--- config.mk ---
export PLATFORM = sky130hd
export DESIGN_NAME = cla_pipe_adder
export DESIGN_NICKNAME = d
export VERILOG_FILES = /design/src/rtl/cla_pipe_adder.sv
export SDC_FILE = /design/constraint.sdc
export NUM_CORES = 1
export LEC_CHECK = 0
export ABC_CLOCK_PERIOD_IN_PS = 1640
export BUFFER_PORTS_ARGS = -buffer_cell sky130_fd_sc_hd__buf_2
export CORE_MARGIN = 2
export CORE_UTILIZATION = 50
export DETAILED_ROUTE_END_ITERATION = 12
export PLACE_DENSITY = 0.74
export SLEW_MARGIN = 20
export SYNTH_ARGS = -nofsm -noshare
export SYNTH_HDL_FRONTEND = slang
export SYNTH_SLANG_ARGS = --single-unit
--- constraint.sdc ---
create_clock -name clk -period 1.64 [get_ports clk]
set_input_delay 0.082 -clock clk [delete_from_list [all_inputs] [get_ports clk]]
set_output_delay 0.082 -clock clk [all_outputs]
set_load 0.02 [all_outputs]
--- src/rtl/cla_pipe_adder.sv ---
// Pipelined carry-lookahead adder/subtractor, one 4-bit CLA group per stage.
// Valid/ready framed, global stall, flags Cout/Ovf/Zero registered with S.
module cla_pipe_adder #(
    parameter int WIDTH = 16
) (
    input  logic             clk,
    input  logic             rst_n,
    input  logic             in_valid,
    output logic             in_ready,
    input  logic [WIDTH-1:0] X,
    input  logic [WIDTH-1:0] Y,
    input  logic             Cin,
    input  logic             Sub,
    output logic             out_valid,
    input  logic             out_ready,
    output logic [WIDTH-1:0] S,
    output logic             Cout,
    output logic             Ovf,
    output logic             Zero
);

    localparam int NG = WIDTH / 4;

    // Fully expanded lookahead carries c0..c4 of one 4-bit group.
    function automatic logic [4:0] cla_carries(
        input logic [3:0] a,
        input logic [3:0] b,
        input logic       ci
    );
        logic [3:0] g;
        logic [3:0] p;
        logic [4:0] c;
        g    = a & b;
        p    = a ^ b;
        c[0] = ci;
        c[1] = g[0]
             | (p[0] & ci);
        c[2] = g[1]
             | (p[1] & g[0])
             | (p[1] & p[0] & ci);
        c[3] = g[2]
             | (p[2] & g[1])
             | (p[2] & p[1] & g[0])
             | (p[2] & p[1] & p[0] & ci);
        c[4] = g[3]
             | (p[3] & g[2])
             | (p[3] & p[2] & g[1])
             | (p[3] & p[2] & p[1] & g[0])
             | (p[3] & p[2] & p[1] & p[0] & ci);
        return c;
    endfunction

    logic             stall;
    logic             adv;
    logic [WIDTH-1:0] y_eff;
    logic             c_in0;

    // Inputs of the final (output) stage.
    logic             lst_v;
    logic             lst_c;
    logic [WIDTH-1:0] lst_xs;
    logic [3:0]       lst_y;

    logic             out_valid_d, out_valid_q;
    logic [WIDTH-1:0] s_d, s_q;
    logic             cout_d, cout_q;
    logic             ovf_d, ovf_q;
    logic             zero_d, zero_q;

    // Global stall and operand conditioning for subtraction.
    always_comb begin
        stall = out_valid_q & ~out_ready;
        adv   = ~stall;
        y_eff = Sub ? ~Y : Y;
        c_in0 = Cin ^ Sub;
    end

    // Stage k owns group k. Its register holds the lower sum slices merged
    // with the not-yet-added upper X bits, plus only the upper Yeff bits
    // that later stages still need.
    for (genvar k = 0; k < NG - 1; k++) begin : g_stage
        localparam int LO = 4 * k;
        localparam int YL = 4 * (k + 1);

        logic             v_i;
        logic             c_i;
        logic [WIDTH-1:0] xs_i;
        logic [3:0]       yg_i;
        logic [WIDTH-1:YL] yr_i;
        logic [4:0]       cv;

        logic             v_d, v_q;
        logic             c_d, c_q;
        logic [WIDTH-1:0] xs_d, xs_q;
        logic [WIDTH-1:YL] y_d, y_q;

        if (k == 0) begin : g_src
            // First stage takes the operation straight from the ports.
            always_comb begin
                v_i  = in_valid;
                c_i  = c_in0;
                xs_i = X;
                yg_i = y_eff[3:0];
                yr_i = y_eff[WIDTH-1:YL];
            end
        end else begin : g_src
            // Later stages consume the previous stage register.
            always_comb begin
                v_i  = g_stage[k-1].v_q;
                c_i  = g_stage[k-1].c_q;
                xs_i = g_stage[k-1].xs_q;
                yg_i = g_stage[k-1].y_q[LO+3:LO];
                yr_i = g_stage[k-1].y_q[WIDTH-1:YL];
            end
        end

        // Evaluate group k and load the stage register unless stalled.
        always_comb begin
            cv   = cla_carries(xs_i[LO+3:LO], yg_i, c_i);
            v_d  = v_q;
            c_d  = c_q;
            xs_d = xs_q;
            y_d  = y_q;
            if (adv) begin
                v_d  = v_i;
                c_d  = cv[4];
                xs_d = xs_i;
                xs_d[LO+3:LO] = xs_i[LO+3:LO] ^ yg_i ^ cv[3:0];
                y_d  = yr_i;
            end
        end

        // Stage register; cleared by reset so in-flight work is dropped.
        always_ff @(posedge clk or negedge rst_n) begin
            if (!rst_n) begin
                v_q  <= 1'b0;
                c_q  <= 1'b0;
                xs_q <= '0;
                y_q  <= '0;
            end else begin
                v_q  <= v_d;
                c_q  <= c_d;
                xs_q <= xs_d;
                y_q  <= y_d;
            end
        end
    end

    if (NG == 1) begin : g_last_src
        // Single group: the output stage is the only stage.
        always_comb begin
            lst_v  = in_valid;
            lst_c  = c_in0;
            lst_xs = X;
            lst_y  = y_eff[3:0];
        end
    end else begin : g_last_src
        // Output stage fed by the last intermediate stage.
        always_comb begin
            lst_v  = g_stage[NG-2].v_q;
            lst_c  = g_stage[NG-2].c_q;
            lst_xs = g_stage[NG-2].xs_q;
            lst_y  = g_stage[NG-2].y_q[WIDTH-1:WIDTH-4];
        end
    end

    logic [4:0]       lst_cv;
    logic [WIDTH-1:0] res;

    // Top group plus flags; data only changes when a valid result lands.
    always_comb begin
        lst_cv = cla_carries(lst_xs[WIDTH-1:WIDTH-4], lst_y, lst_c);
        res    = lst_xs;
        res[WIDTH-1:WIDTH-4] = lst_xs[WIDTH-1:WIDTH-4] ^ lst_y ^ lst_cv[3:0];
        out_valid_d = out_valid_q;
        s_d         = s_q;
        cout_d      = cout_q;
        ovf_d       = ovf_q;
        zero_d      = zero_q;
        if (adv) begin
            out_valid_d = lst_v;
            if (lst_v) begin
                s_d    = res;
                cout_d = lst_cv[4];
                ovf_d  = lst_cv[4] ^ lst_cv[3];
                zero_d = (res == '0);
            end
        end
    end

    // Output register.
    always_ff @(posedge clk or negedge rst_n) begin
        if (!rst_n) begin
            out_valid_q <= 1'b0;
            s_q         <= '0;
            cout_q      <= 1'b0;
            ovf_q       <= 1'b0;
            zero_q      <= 1'b0;
        end else begin
            out_valid_q <= out_valid_d;
            s_q         <= s_d;
            cout_q      <= cout_d;
            ovf_q       <= ovf_d;
            zero_q      <= zero_d;
        end
    end

    assign in_ready  = adv;
    assign out_valid = out_valid_q;
    assign S         = s_q;
    assign Cout      = cout_q;
    assign Ovf       = ovf_q;
    assign Zero      = zero_q;

endmodule

==> run summary <==
Crit path capture type -> register
CTS tree -> built
RSZ-0062 raised after global routing -> yes
Cell internal pwr -> 6.01 mW
Worst-path clk slew -> 0.09 ns
Inserted Clock Buffers -> 9
PnR worst setup slack -> -0.142 ns
Half-perimeter wire length after detailed placement -> 5.21 mm
Main area contributors after synthesis -> dfrtp_1 (57%), nand2_1 (16%), ha_1 (4.6%)
Comb power frac -> 40.9%
Seq pwr share -> 43.1%
Std cell rows -> 33
First-pass GRT wire length -> 13.2 mm
Netlist Area Pre-Place -> 0.00434 sq mm
All-Layer GR Usage -> 17.0%
Sw Ratio -> 37.2%
TritonCTS Sinks -> 98
CP required -> 1.94 ns
Buf/Inv on CP -> 1
Pwr dens -> 1820 mW/mm^2
Drt first pass iters -> 4
P_sw -> 3.55 mW
GP Congestion -> 0.814
Worst Skew -> 0.0117 ns
Failing checks -> negative setup slack
Async SR Flop Fraction -> 100%
Setup CP Type -> reg2reg
Placed Area -> 0.00484 sq mm
Initial core utilization -> 52.3%
Pins Over Slew Limit -> 0
Io pins -> 59
Fin Setup TNS -> -0.204 ns
Max rail drop VDD -> 0.689 mV
Hold/Removal Path Class -> in2reg
FF+latch count, synth -> 98
CP max FO -> 2
Detailed-route via count -> 3093
CP delay by family, top -> adder cells
Slowest cell on crit path -> fa_1
Max Clock Freq -> 0.561 GHz
Fraction of layout instances using a drive strength above 1 -> 20.7%
H-tree levels -> 3
Least-Margin Pin Slew -> 0.376 ns
Period utilization -> 109%
Leak -> 2.66 nW
Global route overflow -> 0
Core area -> 0.00830 sq mm
Fin area -> 0.00526 sq mm
Post-synthesis sequential area ratio -> 56.5%
Area Overhead vs Synth -> 21.1%
Post-synth EDFFs -> 0
Slowest stage delay, CP -> 0.56 ns
Detailed Route WL -> 7.56 mm
Initial antenna violation count -> 0
Max cap viols -> 0
Die ar. -> 0.00944 sq mm
Hold Vio Cnt, Final -> 0
Run status -> finished with violations
Synth Flop Type -> dfrtp_1
Longest Clk Path Bufs -> 2
Syn_nets -> 494
Clock power share -> 16.0%
Cell taking the most area after synthesis -> dfrtp_1
Count of cell types in the netlist -> 34
Pre-CTS WS -> -0.148 ns
CP Data Arrival Time -> 2.08 ns
ANT nets after route -> 0
Largest net degree at the start of global routing -> 90
Crit start category -> register
Final setup fails -> 2
Wire length per cell -> 12.1 um
Clk_lat worst skew -> 0.36 ns
Top-area cell type share of the netlist area -> 56.5%
Most frequent cells in the layout -> nand2_1 (180), dfrtp_1 (98), buf_2 (57), xnor2_1 (19), dlygate4sd3_1 (19)
Post-Synthesis Cells -> 436
ANT cells -> 0
CP Cell Sequence -> inv_2, fa_1, nor4b_4, nand4b_1, nor4_2, a32o_2
I/O Buffers -> 58
Syn Area/Cell -> 9.95 sq um
Number of DRC markers in iteration 0 -> 111
CTS root buf -> clkbuf_8
Yosys warning total -> 0
Final net count -> 577
Die span in y -> 97.1 um
Most common cell after layout, fill and taps aside -> nand2_1
Die width -> 97.1 um
Via count of the first global-routing pass -> 3028
Drt drc -> 0
Via/cell ratio -> 4.93
Slew HR -> 75.0%
Minimum clock period -> 1.78 ns
per-layer routing:
metal  vias up  GRT usage (%)  wire length (um)
met5         -              0                 0
met4         0           6.50               115
met3        10           3.17               278
met2        62           27.9              3590
met1      1470           22.4              3580
li1       1551              -                 -
power groups by stage:
stage	Combinational [mW]	Sequential [mW]	Clock (mW)
6_report	3.91	4.12	1.53
5_1_grt	4.43	4.28	1.65
4_1_cts	3.87	4.12	1.56
3_5_place_dp	3.80	4.16	0
3_3_place_gp	3.67	4.12	0
2_1_floorplan	2.45	4.29	0
per-stage QoR:
step	hold slack [ns]	power, mW	instances	utilization, %
after global placement	0.00705	7.79	593	58.3
after detailed placement	0.00588	7.96	593	58.3
after global routing	0.0183	10.4	627	63.3
final	0.00940	9.56	627	63.3
after floorplan	-0.214	6.74	436	-
after CTS	0.00202	9.55	627	63.0
layout make-up:
class,count,area (sq um)
multi-input combinational,309,1790
inverter,8,35.0
sequential,98,2450
clock inverter,4,53.8
fill,703,3040
tap,105,131
timing repair buffer,93,653
clock buffer,10,138
timing repair:
| action | CTS | global route |
|---|---|---|
| setup buffers | 1 | 0 |
| hold buffers | 19 | 0 |
| gates resized for setup | 2 | 4 |
| endpoints found under the setup margin | 3 | 9 |
| endpoints found under the hold margin | 89 | 0 |
| pin swaps | 3 | 1 |
registers in the layout (all words and copies together) (netlist names):
signal        flops
out_valid         1
g_stage.v_q       3
g_stage.c_q       3
Zero              1
S                16
Ovf               1
g_stage.y_q      24
g_stage.xs_q     48
Cout              1
worst paths after layout:
check                                         from                  to  slack (ns)  depth (start not counted)
worst min register to register  g_stage[1].xs_q[3]  g_stage[2].xs_q[3]        0.47                          2
worst max-delay path                g_stage[2].c_q                Zero       -0.14                          6
max in group asynchronous                    rst_n   g_stage[1].y_q[9]        0.82                          3
worst min-delay path                          Y[6]   g_stage[0].y_q[6]       0.009                          3
worst max register to register      g_stage[2].c_q                Zero       -0.14                          6
min in group asynchronous                    rst_n  g_stage[0].xs_q[0]        0.16                          2
kinds of logic (layout without fill, tap and decap cells):
group / Yosys count / count (layout) / share of synthesized area (%)
adder cells (fa/ha/maj): 20 / 20 / 6.46
AND/OR/NAND/NOR: 198 / 198 / 18.0
multiplexers: 14 / 14 / 3.58
flip-flops: 98 / 98 / 56.5
XOR/XNOR: 29 / 29 / 6.03
buffers and inverters: 29 / 115 / 3.12
AO/OA/AOI/OAI: 48 / 48 / 6.29
worst register-to-register path, cell delays in order, from the launching register on:
cell      delay (ns)
dfrtp_1         0.37
inv_2           0.05
fa_1            0.56
nor4b_4         0.19
nand4b_1        0.15
nor4_2          0.20
a32o_2          0.20
synthesized netlist by cell type, types with 4 or more instances:
cell type	instances
xor2_1	8
mux2_2	4
fa_1	4
o21ai_1	17
a21oi_1	12
inv_1	7
buf_2	5
clkbuf_1	13
nor2_1	9
dfrtp_1	98
xnor2_1	20
ha_1	16
mux2_1	8
o21ai_0	9
nand2_1	180
(Power assumes the default switching activity.)
